**src/rtl/serial_to_parallel_rx_if.sv**
```systemverilog
// rtl/serial_to_parallel_rx_if.sv - serial lane in / deserialized word out bundle
// Signals: in (serial bit, MSB first), out (last delivered word),
//          valid_out (one-cycle new-word pulse), active (receiver locked).
// Modports: master = lane driver / word consumer, slave = receiver.
interface serial_to_parallel_rx_if #(
    parameter int DATA_SIZE = 8
);
    logic                 in;
    logic [DATA_SIZE-1:0] out;
    logic                 valid_out;
    logic                 active;

    modport master (
        output in,
        input  out,
        input  valid_out,
        input  active
    );

    modport slave (
        input  in,
        output out,
        output valid_out,
        output active
    );
endinterface

```
**src/rtl/serial_to_parallel_rx.sv**
```systemverilog
// rtl/serial_to_parallel_rx.sv - serial lane deserializer with COM-character alignment and lock
// Ports: clk (one serial bit per rising edge), reset (async, active-high),
//        lane (serial_to_parallel_rx_if.slave: in, out, valid_out, active).
// Optional macro LOCK_LOSS_EN: drop lock after LOSS_BYTES consecutive non-COM words.
module serial_to_parallel_rx #(
    parameter int                   DATA_SIZE  = 8,
    parameter logic [DATA_SIZE-1:0] COM_CHAR   = DATA_SIZE'(8'hBC),
    parameter int                   LOCK_COUNT = 4,
    parameter int                   LOSS_BYTES = 16
) (
    input logic                   clk,
    input logic                   reset,
    serial_to_parallel_rx_if.slave lane
);
    localparam int BW = $clog2(DATA_SIZE);
    localparam logic [BW-1:0] LAST_BIT    = BW'(DATA_SIZE - 1);
    localparam logic [3:0]    LOCK_TARGET = 4'(LOCK_COUNT);

    typedef enum logic [1:0] {
        SEARCH = 2'd0,
        ALIGN  = 2'd1,
        LOCKED = 2'd2
    } state_t;

    state_t               state_q, state_d;
    // Only the newest DATA_SIZE-1 bits need storing; the incoming bit completes the window.
    logic [DATA_SIZE-2:0] sr_q, sr_d;
    logic [BW-1:0]        bit_cnt_q, bit_cnt_d;
    logic [3:0]           com_cnt_q, com_cnt_d;
    logic [DATA_SIZE-1:0] out_q, out_d;
    logic                 valid_q, valid_d;
    logic                 active_q, active_d;

    logic [DATA_SIZE-1:0] window;
    logic                 is_com;
    logic                 boundary;
    logic [3:0]           com_inc;
    logic [BW-1:0]        bit_next;

    // Every decision uses the word that includes the bit sampled on this edge.
    assign window   = {sr_q, lane.in};
    assign is_com   = (window == COM_CHAR);
    assign boundary = (bit_cnt_q == LAST_BIT);
    assign com_inc  = com_cnt_q + 4'd1;
    assign bit_next = boundary ? '0 : bit_cnt_q + 1'b1;

`ifdef LOCK_LOSS_EN
    localparam int LW = $clog2(LOSS_BYTES + 1);
    localparam logic [LW-1:0] LOSS_LAST = LW'(LOSS_BYTES - 1);
    logic [LW-1:0] loss_cnt_q, loss_cnt_d;
`else
    logic [31:0] unused_loss_bytes;
    assign unused_loss_bytes = LOSS_BYTES;
`endif

    always_comb begin
        state_d   = state_q;
        sr_d      = window[DATA_SIZE-2:0];
        bit_cnt_d = bit_cnt_q;
        com_cnt_d = com_cnt_q;
        out_d     = out_q;
        valid_d   = 1'b0;
        active_d  = active_q;
`ifdef LOCK_LOSS_EN
        loss_cnt_d = loss_cnt_q;
`endif
        case (state_q)
            SEARCH: begin
                // Hunt on every bit position; the detected COM defines the word phase.
                if (is_com) begin
                    bit_cnt_d = '0;
                    com_cnt_d = 4'd1;
                    if (LOCK_COUNT == 1) begin
                        state_d  = LOCKED;
                        active_d = 1'b1;
                    end else begin
                        state_d = ALIGN;
                    end
                end
            end
            ALIGN: begin
                bit_cnt_d = bit_next;
                if (boundary) begin
                    if (is_com) begin
                        com_cnt_d = com_inc;
                        if (com_inc == LOCK_TARGET) begin
                            state_d  = LOCKED;
                            active_d = 1'b1;
                        end
                    end else begin
                        com_cnt_d = '0;
                        state_d   = SEARCH;
                    end
                end
            end
            LOCKED: begin
                bit_cnt_d = bit_next;
                if (boundary) begin
                    if (!is_com) begin
                        out_d   = window;
                        valid_d = 1'b1;
`ifdef LOCK_LOSS_EN
                        // The word that exhausts the budget is still delivered.
                        if (loss_cnt_q == LOSS_LAST) begin
                            loss_cnt_d = '0;
                            state_d    = SEARCH;
                            active_d   = 1'b0;
                            com_cnt_d  = '0;
                        end else begin
                            loss_cnt_d = loss_cnt_q + 1'b1;
                        end
`endif
                    end else begin
`ifdef LOCK_LOSS_EN
                        loss_cnt_d = '0;
`endif
                    end
                end
            end
            default: begin
                state_d  = SEARCH;
                active_d = 1'b0;
            end
        endcase
    end

    always_ff @(posedge clk or posedge reset) begin
        if (reset) begin
            state_q   <= SEARCH;
            sr_q      <= '0;
            bit_cnt_q <= '0;
            com_cnt_q <= '0;
            out_q     <= '0;
            valid_q   <= 1'b0;
            active_q  <= 1'b0;
`ifdef LOCK_LOSS_EN
            loss_cnt_q <= '0;
`endif
        end else begin
            state_q   <= state_d;
            sr_q      <= sr_d;
            bit_cnt_q <= bit_cnt_d;
            com_cnt_q <= com_cnt_d;
            out_q     <= out_d;
            valid_q   <= valid_d;
            active_q  <= active_d;
`ifdef LOCK_LOSS_EN
            loss_cnt_q <= loss_cnt_d;
`endif
        end
    end

    assign lane.out       = out_q;
    assign lane.valid_out = valid_q;
    assign lane.active    = active_q;
endmodule

```
**src/flat_wrapper.sv**
```systemverilog
// flat-port wrapper written by rule: the top's interface ports become plain ports
module serial_to_parallel_rx_flat 
#(
    parameter int                   DATA_SIZE  = 8,
    parameter logic [DATA_SIZE-1:0] COM_CHAR   = DATA_SIZE'(8'hBC),
    parameter int                   LOCK_COUNT = 4,
    parameter int                   LOSS_BYTES = 16
)
  (clk, reset, lane_in, lane_out, lane_valid_out, lane_active);
  serial_to_parallel_rx_if #(.DATA_SIZE(DATA_SIZE)) lane_i ();
  input logic clk;
  input logic reset;
  input wire logic [$bits(lane_i.in)-1:0] lane_in;
  output wire logic [$bits(lane_i.out)-1:0] lane_out;
  output wire logic [$bits(lane_i.valid_out)-1:0] lane_valid_out;
  output wire logic [$bits(lane_i.active)-1:0] lane_active;
  assign lane_i.in = lane_in;
  assign lane_out = lane_i.out;
  assign lane_valid_out = lane_i.valid_out;
  assign lane_active = lane_i.active;
  serial_to_parallel_rx #(.DATA_SIZE(DATA_SIZE), .COM_CHAR(COM_CHAR), .LOCK_COUNT(LOCK_COUNT), .LOSS_BYTES(LOSS_BYTES)) u_core (.clk(clk), .reset(reset), .lane(lane_i));
endmodule
```
**config.mk**
```make
export PLATFORM = sky130hd
export DESIGN_NAME = serial_to_parallel_rx_flat
export DESIGN_NICKNAME = d
export VERILOG_FILES = /design/src/rtl/serial_to_parallel_rx_if.sv /design/src/rtl/serial_to_parallel_rx.sv /design/src/flat_wrapper.sv
export SDC_FILE = /design/constraint.sdc
export NUM_CORES = 1
export LEC_CHECK = 0
export BUFFER_PORTS_ARGS = -buffer_cell sky130_fd_sc_hd__buf_2
export CORE_MARGIN = 2
export CORE_UTILIZATION = 30
export DETAILED_ROUTE_END_ITERATION = 6
export GPL_ROUTABILITY_DRIVEN = 0
export GPL_TIMING_DRIVEN = 0
export SETUP_SLACK_MARGIN = 0.15
export SYNTH_ARGS = -nofsm -noshare
export SYNTH_HDL_FRONTEND = slang
export SYNTH_SLANG_ARGS = --single-unit
```
**constraint.sdc**
```tcl
create_clock -name clk -period 1.6 [get_ports clk]
set_input_delay 0.24 -clock clk [delete_from_list [all_inputs] [get_ports clk]]
set_output_delay 0.24 -clock clk [all_outputs]
set_load 0.02 [all_outputs]
```
Yosys cells after proc, flatten, opt, wreduce, memory -nomap -nowiden
Cells that the tools add are included.
- equality and inequality tests: 10
- mux-type cells: 19
- bitwise operators: 3
- $add $sub $neg: 2
- reductions and logical operators: 10
- operators by type and width (operator ; count):
    2-to-1 mux 4 bit ; 3
    == test 8 bit, second input constant ; 1
    2-to-1 mux 2 bit ; 4
    inequality test 2 x 1 -> 1 bit, second input constant ; 4
    one-hot mux 4 bit (2 select lines) ; 1
    AND reduction 4 bit ; 2
    2-to-1 mux 1 bit ; 6
    2-to-1 mux 3 bit ; 2
    one-hot mux 2 bit (3 select lines) ; 1
    one-hot mux 3 bit (2 select lines) ; 1
    AND reduction 3 bit ; 2
    adder 4 x 1 -> 4 bit, second input constant ; 1
    == test 4 x 3 -> 1 bit, second input constant ; 1
    nonzero test 2 bit ; 2
    OR reduction 2 bit ; 2
    adder 3 x 1 -> 3 bit, second input constant ; 1
    == test 3 bit, second input constant ; 1
    inequality test 3 bit, second input constant ; 1
    inverter 1 bit ; 3
    == test 2 x 1 -> 1 bit, second input constant ; 1
    == test 2 bit, second input constant ; 1
    zero test 2 bit ; 1
    one-hot mux 1 bit (2 select lines) ; 1
    AND reduction 2 bit ; 1
- register bits: 26

Longest topological paths before layout
Gate-level depths: netlist of the first run.
- depth in word-level cells: 6
- gate-level depth with buffers: 7
- mapped depth without buffers: 6

Worst setup path before layout of the first run
Ideal clock, no wire load.
- kind: register to register
- start point: register u_core.sr_q[5]
- end point: register u_core.out_q[0] (netlist: u_core.lane.out[0])
- data arrival time: 1.657 ns
- buffers on the path: 2
- cell stages (with the launch flop): 7
- setup slack: -0.182 ns
- path through: dfrtp_1 > nand4b_1 > or4_1 > buf_2 > and3_4 > buf_6 > mux2_4
- longest elaborated chain between the ends: 3
- RTL lines (what ; RTL line ; RTL):
    from (decl) ; serial_to_parallel_rx.sv:27 ; logic [DATA_SIZE-2:0] sr_q, sr_d;
    from (signal assigned) ; serial_to_parallel_rx.sv:141 ; sr_q <= sr_d;
    == test 8 bit ; serial_to_parallel_rx.sv:42 ; assign is_com = (window == COM_CHAR);
    inverter 1 bit (no source line) ; n/a ;
    AND reduction 3 bit (no source line) ; n/a ;
    to (signal assigned) ; serial_to_parallel_rx.sv:144 ; out_q <= out_d;
    to (decl) ; serial_to_parallel_rx.sv:30 ; logic [DATA_SIZE-1:0] out_q, out_d;
Every way passes these cells.
A chain may end at the register's enable or synchronous reset.

Final worst setup path of the first run
Ends and elaborated chain as after synthesis.

==> results.sh, run 1 <==
export IMPL_critical_path_max_stage_delay_ns=0.45
export IMPL_startpoint="u_core.sr_q[5]"
export IMPL_drv_cap=0
export IMPL_required_ns=1.75
export IMPL_dieWidth_um=68.29
export IMPL_finalPower_w=0.001342
export IMPL_row_count=23
export IMPL_path_class="reg2reg"
export IMPL_grt_first_pass_wirelength_um=4105
export IMPL_ys_flop_type="dfrtp_1"
export IMPL_ioPinCount=13
export IMPL_worstSetupEndpoint="u_core.lane.out[0]"
export IMPL_cts_tree="done"
export IMPL_cp_arrival_ns=2.07
export IMPL_r2r_cells=6
export IMPL_wirelength_um=2494
export IMPL_antenna_found_initial=0
export IMPL_min_period_ns=1.915
export IMPL_hold_viol=0
export IMPL_cts_buffer_depth=2
export IMPL_fill_cells=380
export IMPL_hpwlAfterDp_um=1648
export IMPL_cellPowerDensity_nw_per_um2=861.4
export IMPL_synth_seq_cells=26
export IMPL_place_inst=166
export IMPL_place_area_um2=1373
export IMPL_drc=0
export IMPL_cts_hold_buffers=0
export IMPL_slew_headroom_pct=35.46
export IMPL_synth_xor_area_share_pct=0
export IMPL_gr_total_overflow=0
export IMPL_initial_core_util_pct=31.00
export IMPL_critical_path_cell_chain="nand4b_1 > or4_4 > buf_6 > and3_4 > buf_12 > mux2_4"
export IMPL_dr_pass1_iters=4
export IMPL_io_buffers=12
export IMPL_cts_sinks=26
export IMPL_synth_fa_ha_area_share_pct=6.054
export IMPL_syn_area_um2=1240
export IMPL_stdcell_count=175
export IMPL_die_area_um2=4664
export IMPL_syn_nets=113
export IMPL_slowest_stage="or4_4"
export IMPL_drt_iter0_drc=80
export IMPL_wire_per_inst_um=14.25
export IMPL_leakage_nw=0.7369
export IMPL_critical_path_top_delay_family="simple AND/OR/NAND/NOR gates"
export IMPL_path_clk_slew_ns=0.09
export IMPL_antenna_left=0
export IMPL_hp_class="in2reg"
export IMPL_violations="negative setup slack"
export IMPL_rsz0062_at_grt="true"
export IMPL_peakVddDrop_mv=0.3346
export IMPL_synth_top_family_by_area="simple AND/OR/NAND/NOR gates"
export IMPL_fmax_mhz=522.2
export IMPL_finalSetupViolations=19
export IMPL_htree_levels=1
export IMPL_postSynthCellCount=104
export IMPL_grt_pass1_vias=891
export IMPL_yosysUniqueCellTypes=32
export IMPL_seq_area_frac_synth_pct=52.47
export IMPL_r2r_end="u_core.lane.out[0]"
export IMPL_die_h_um=68.29
export IMPL_slew_viol_final=0
export IMPL_n_antenna_cell=0
export IMPL_cts_root_buf="clkbuf_8"
export IMPL_yosys_area_share_simple_pct=14.43
export IMPL_numCtsBuffers=3
export IMPL_avgSynthCellArea_um2=11.92
export IMPL_worst_pin_slew_ns=0.9670
export IMPL_vias=884
export IMPL_async_flop_share_pct=100.0
export IMPL_timing_final_crit_share_pct=119.7
export IMPL_final_nets=135
export IMPL_finClkSkew_ns=0.001566
export IMPL_grt_max_degree=27
export IMPL_vias_per_cell=5.051
export IMPL_synth_compound_area_share_pct=10.29
export IMPL_worst_slack_ns=-0.3149
export IMPL_syn2layout_area_growth_pct=25.63
export IMPL_cp_max_fo=9
export IMPL_cp_start_kind="flop"
export IMPL_synth_edff_count=0
export IMPL_insertion_delay_ns=0.26
export IMPL_fin_area_um2=1558
export IMPL_worst_path_stages=6
export IMPL_critPathBufInv=2
export IMPL_ff2ff_setup_slack_ns=-0.31
export IMPL_synthMuxAreaShare_pct=12.11
export IMPL_design_core_area_um2=4000
export IMPL_status="finished, violations left"
export IMPL_end_kind="flop"
export IMPL_layout_drive_gt1_share_pct=39.20
export IMPL_synth_warnings=0
export IMPL_gr_usage_all_layers_pct=11.75
export IMPL_r2r_start="u_core.sr_q[5]"
[registers in the layout (all words and copies together) (netlist names)]
name,cells
u_core.com_cnt_q,4
u_core.lane.active,1
u_core.lane.out,8
u_core.state_q,2
u_core.lane.valid_out,1
u_core.bit_cnt_q,3
u_core.sr_q,7
[layout by cell type (no fill, tap or decap), types with 2 or more instances in the layout]
| cell | netlist | final |
|---|---|---|
| o21ai_0 | 4 | 2 |
| clkbuf_8 | 0 | 5 |
| buf_4 | 1 | 5 |
| buf_6 | 1 | 2 |
| nand3_1 | 5 | 5 |
| mux2i_1 | 3 | 3 |
| inv_1 | 7 | 6 |
| ha_2 | 0 | 2 |
| nand4_1 | 4 | 4 |
| ha_1 | 6 | 4 |
| mux2_4 | 8 | 8 |
| nor2_1 | 7 | 7 |
| a221o_1 | 4 | 4 |
| nand2_1 | 4 | 4 |
| a21oi_2 | 0 | 2 |
| dfrtp_1 | 26 | 26 |
| buf_2 | 1 | 13 |
[timing repair]
action / 4_1_cts / 5_1_grt
pin swaps: 3 / 6
endpoints found under the setup margin: 19 / 19
resized for setup: 16 / 8
cloned: 0 / 0
hold endpoints to repair: 0 / 0
setup buffers: 4 / 1
[where the power goes]
group	leakage (nW)	internal (W)	switching, W	total, W
registers	0.341	0.000688	0.0000347	0.000722
logic	0.367	0.0000898	0.000115	0.000204
clock network	0.0288	0.000219	0.000196	0.000415
[area by class of cell]
cell class | count | area (µm²) | area share, %
sequential | 26 | 650.6 | 41.77
multi-input combinational | 66 | 604.3 | 38.80
clock buffer | 4 | 55.05 | 3.534
timing repair buffer | 17 | 97.59 | 6.265
buffer | 5 | 61.31 | 3.936
tap | 50 | 62.56 | 4.016
inverter | 7 | 26.28 | 1.687
[kinds of logic (layout without fill, tap and decap cells)]
family,after synthesis,after routing
adders and majority gates,6,6
buffers and inverters,12,33
DFF,26,26
muxes,11,11
AOI/OAI and AO/OA,17,17
and+or+nand+nor,32,32
[per-layer routing]
layer / global-route usage [%] / up-vias / routed length (µm)
li1: - / 422 / -
met4: 4.000 / 0 / 17
met3: 2.796 / 4 / 106
met2: 20.27 / 25 / 1253
met1: 14.27 / 433 / 1118
met5: 0 / - / 0
[stage by stage]
step / setup slack, ns / util (%) / hold WS (ns) / setup TNS (ns)
2_1_floorplan: -0.1804 / - / 0.2714 / -1.875
3_3_place_gp: -0.2841 / 34.31 / 0.3889 / -3.692
3_5_place_dp: -0.3065 / 34.31 / 0.3884 / -4.155
4_1_cts: -0.2900 / 38.07 / 0.1355 / -3.903
5_1_grt: -0.3784 / 38.94 / 0.1408 / -5.442
6_report: -0.3149 / 38.94 / 0.1499 / -4.069
[how the worst min path moves through the flow]
stage,startpoint,to,depth (start not counted)
after floorplan,lane_in,u_core.sr_q[0],0
after global placement,u_core.sr_q[5],u_core.sr_q[6],0
after global routing,lane_in,u_core.sr_q[0],1
after CTS,lane_in,u_core.sr_q[0],1
after detailed placement,u_core.sr_q[2],u_core.sr_q[3],0
final,lane_in,u_core.sr_q[0],1
[synthesized netlist by cell type, types with 2 or more instances]
| library cell | number | area share, % |
|---|---|---|
| nor4_1 | 2 | 1.0 |
| inv_1 | 7 | 2.1 |
| a221o_1 | 4 | 3.2 |
| o21ai_0 | 4 | 1.6 |
| ha_1 | 6 | 6.1 |
| or4_1 | 2 | 1.2 |
| a21oi_1 | 3 | 1.2 |
| mux2_4 | 8 | 9.7 |
| nand3_1 | 5 | 2.0 |
| dfrtp_1 | 26 | 52 |
| mux2i_1 | 3 | 2.4 |
| clkbuf_1 | 2 | 0.61 |
| nor2_1 | 7 | 2.1 |
| nand2_1 | 4 | 1.2 |
| nand4_1 | 4 | 2.0 |
[worst reg2reg max path: cells and delay by family (launching register included)]
| family | cells | cell delay [ns] |
|---|---|---|
| flops | 1 | 0.39 |
| mux | 1 | 0.29 |
| simple gates | 3 | 0.85 |
| buf+inv | 2 | 0.28 |
(Power assumes the default switching activity.)
==> inputs of run 2 (changes only) <==
--- a/config.mk
+++ b/config.mk
@@ -5,12 +5,14 @@
 export SDC_FILE = /design/constraint.sdc
 export NUM_CORES = 1
 export LEC_CHECK = 0
+export ABC_AREA = 1
 export BUFFER_PORTS_ARGS = -buffer_cell sky130_fd_sc_hd__buf_2
 export CORE_MARGIN = 2
 export CORE_UTILIZATION = 30
 export DETAILED_ROUTE_END_ITERATION = 6
 export GPL_ROUTABILITY_DRIVEN = 0
 export GPL_TIMING_DRIVEN = 0
+export PLACE_DENSITY_LB_ADDON = 0.12
 export SETUP_SLACK_MARGIN = 0.15
 export SYNTH_ARGS = -nofsm -noshare
 export SYNTH_HDL_FRONTEND = slang
==> run 2 against run 1 <==
  * Maximum frequency increased by 39%
  * Combinational power increased to 3.0 times the previous value
  * Global-route usage decreased by 0.082 points
  * Largest cell class unchanged
  * Die area decreased by 3.9%
  * Sequential share of layout area increased by 1.4 points
  * Clock power increased by 33%
  * Critical path depth increased by 2
  * The flow now finishes without violations
  * Flip-flop and latch count unchanged
  * Register-to-register slack improved by 0.54 ns
==> results.sh, run 2 <==
export IMPL_synth_seq_cells=26
export IMPL_yosys_area_top_type="dfrtp_1"
export IMPL_n_antenna_cell=0
export IMPL_seq_area_frac_synth_pct=54.74
export IMPL_fin_tns_setup_ns=0
export IMPL_synth_area_leaders="dfrtp_1 55%, nand2_1 15%, ha_1 6.3%"
export IMPL_stdcell_count=203
export IMPL_worst_pin_slew_ns=0.9688
export IMPL_ff2ff_setup_slack_ns=0.22
export IMPL_gr_total_overflow=0
export IMPL_swShare_pct=32.44
export IMPL_initial_core_util_pct=31.75
export IMPL_ioPinCount=13
export IMPL_switchingPower_w=0.0006301
export IMPL_die_h_um=66.95
export IMPL_io_buffers=12
export IMPL_drt_iter0_drc=17
export IMPL_min_period_ns=1.377
export IMPL_layout_drive_gt1_share_pct=33.55
export IMPL_cellPowerDensity_nw_per_um2=1287
export IMPL_path_class="reg2reg"
export IMPL_peakVddDrop_mv=0.3585
export IMPL_final_nets=165
export IMPL_slew_headroom_pct=35.34
export IMPL_grt_first_pass_wirelength_um=3870
export IMPL_cts_buffer_depth=2
export IMPL_r2r_start="u_core.state_q[1]"
export IMPL_syn2layout_area_growth_pct=26.95
export IMPL_dr_pass1_iters=4
export IMPL_finalSetupViolations=0
export IMPL_yosysTopAreaCellShare_pct=54.74
export IMPL_power_frac_comb_pct=31.1
export IMPL_synth_common_cells="46 x nand2_1, 26 x dfrtp_1, 12 x inv_1"
export IMPL_ys_flop_type="dfrtp_1"
export IMPL_die_area_um2=4482
export IMPL_numCtsBuffers=3
export IMPL_slew_viol_final=0
export IMPL_avgSynthCellArea_um2=9.143
export IMPL_wire_per_inst_um=10.91
export IMPL_row_count=22
export IMPL_syn_area_um2=1189
export IMPL_drv_cap=0
export IMPL_grt_pass1_vias=881
export IMPL_cts_tree="done"
export IMPL_antenna_found_initial=0
export IMPL_synth_most_common_cell="nand2_1"
export IMPL_grt_max_degree=27
export IMPL_required_ns=1.81
export IMPL_rsz0062_at_grt="true"
export IMPL_vias=896
export IMPL_postSynthCellCount=130
export IMPL_antenna_left=0
export IMPL_clkPwrFrac_pct=28.4
export IMPL_timing_final_crit_share_pct=86.05
export IMPL_finClkSkew_ns=0.004470
export IMPL_synth_warnings=0
export IMPL_largest_register_ffs=8
export IMPL_place_area_um2=1309
export IMPL_insertion_delay_ns=0.28
export IMPL_dieWidth_um=66.95
export IMPL_drc=0
export IMPL_cp_start_kind="flop"
export IMPL_htree_levels=1
export IMPL_r2r_cells=8
export IMPL_startpoint="u_core.state_q[1]"
export IMPL_async_flop_share_pct=100.0
export IMPL_design_core_area_um2=3744
export IMPL_status="finished, final reports clean"
export IMPL_worstSetupEndpoint="u_core.lane.active"
export IMPL_cts_root_buf="clkbuf_8"
export IMPL_cp_arrival_ns=1.58
export IMPL_end_kind="flop"
export IMPL_wirelength_um=2215
export IMPL_cts_sinks=26
export IMPL_pwr_share_seq_pct=40.5
export IMPL_hpwlAfterDp_um=1532
export IMPL_gr_usage_all_layers_pct=11.67
export IMPL_mostFrequentLayoutCells="43 x nand2_1, 26 x dfrtp_1, 12 x buf_2"
export IMPL_place_inst=190
export IMPL_leakage_nw=0.8081
export IMPL_min_path_cells=1
export IMPL_hp_class="in2reg"
export IMPL_internal_power_w=0.001312
export IMPL_cts_hold_buffers=0
export IMPL_yosysUniqueCellTypes=19
export IMPL_cp_max_fo=4
export IMPL_final_common_cell="nand2_1"
export IMPL_fin_area_um2=1509
export IMPL_r2r_end="u_core.lane.active"
export IMPL_vias_per_cell=4.414
export IMPL_synth_edff_count=0
export IMPL_hold_viol=0
export IMPL_fmax_mhz=726.3
export IMPL_syn_nets=139
export IMPL_path_clk_slew_ns=0.09
run 2: changes by cell type in the layout (fill, tap and decap cells not counted), moves of 4 or more:
cell,delta
nor2_2,+5
nor2_1,-6
inv_1,+5
mux2_4,-8
a221o_1,-4
buf_4,+5
nand3_1,+5
nand2_1,+39
run 2: how the worst min path moves through the flow:
stage | start | to
4_1_cts | lane_in | u_core.sr_q[0]
2_1_floorplan | lane_in | u_core.sr_q[0]
6_report | lane_in | u_core.sr_q[0]
5_1_grt | lane_in | u_core.sr_q[0]
3_3_place_gp | u_core.sr_q[5] | u_core.sr_q[6]
3_5_place_dp | u_core.sr_q[0] | u_core.sr_q[1]
run 2: final cells by class:
class                      count  area (µm²)
multi-input combinational     87       529.3
buffer                         1       7.507
fill                         389        2235
clock buffer                   3       41.29
inverter                      16       62.56
sequential                    26       650.6
timing repair buffer          21       127.6
clock inverter                 1       30.03
tap                           48       60.06
run 2: cells by family after synthesis:
kind of cell / share of synthesized area, %
DFF: 54.74
buffers and inverters: 5.684
adders and majority gates: 6.316
AOI/OAI and AO/OA: 2.947
and+or+nand+nor: 30.32
run 2: repair_timing:
item | 4_1_cts | 5_1_grt
endpoints found under the setup margin | 6 | 7
resized for setup | 3 | 14
cloned | 0 | 0
setup buffers | 1 | 8
pin swaps | 1 | 10
endpoints found under the hold margin | 0 | 0
run 2: metal layers:
layer	wire (µm)	track usage [%]	share of wire, %	vias to the layer above
met5	0	0	0	-
met4	55	6.888	2.5	0
met3	57	2.027	2.6	5
met2	1067	19.00	48	10
met1	1034	14.38	47	421
li1	-	-	-	460
run 2: worst max-delay path, stage by stage (launching register included):
cell	delay (ns)
dfrtp_1	0.38
inv_1	0.09
ha_4	0.19
inv_2	0.08
nor2_2	0.05
buf_4	0.13
nor3_1	0.16
nand3b_1	0.10
a21oi_1	0.13
run 2: power groups by stage:
stage                     registers (W)  logic, W  clock network [W]
after CTS                      0.000777  0.000514           0.000569
final                          0.000787  0.000605           0.000551
after global placement         0.000786  0.000465                  0
after global routing           0.000795  0.000685           0.000594
after floorplan                0.000776  0.000399                  0
after detailed placement       0.000789  0.000480                  0
run 2: through the flow:
step           power [W]  hold slack [ns]  utilization [%]  setup slack [ns]
3_5_place_dp    0.001269           0.3596            34.96           0.04372
4_1_cts         0.001861          0.08181            37.27            0.1716
5_1_grt         0.002075          0.08500            40.31            0.1093
3_3_place_gp    0.001251           0.3590            34.96           0.08689
6_report        0.001942          0.08727            40.31            0.2232
2_1_floorplan   0.001175           0.2714                -            0.1921
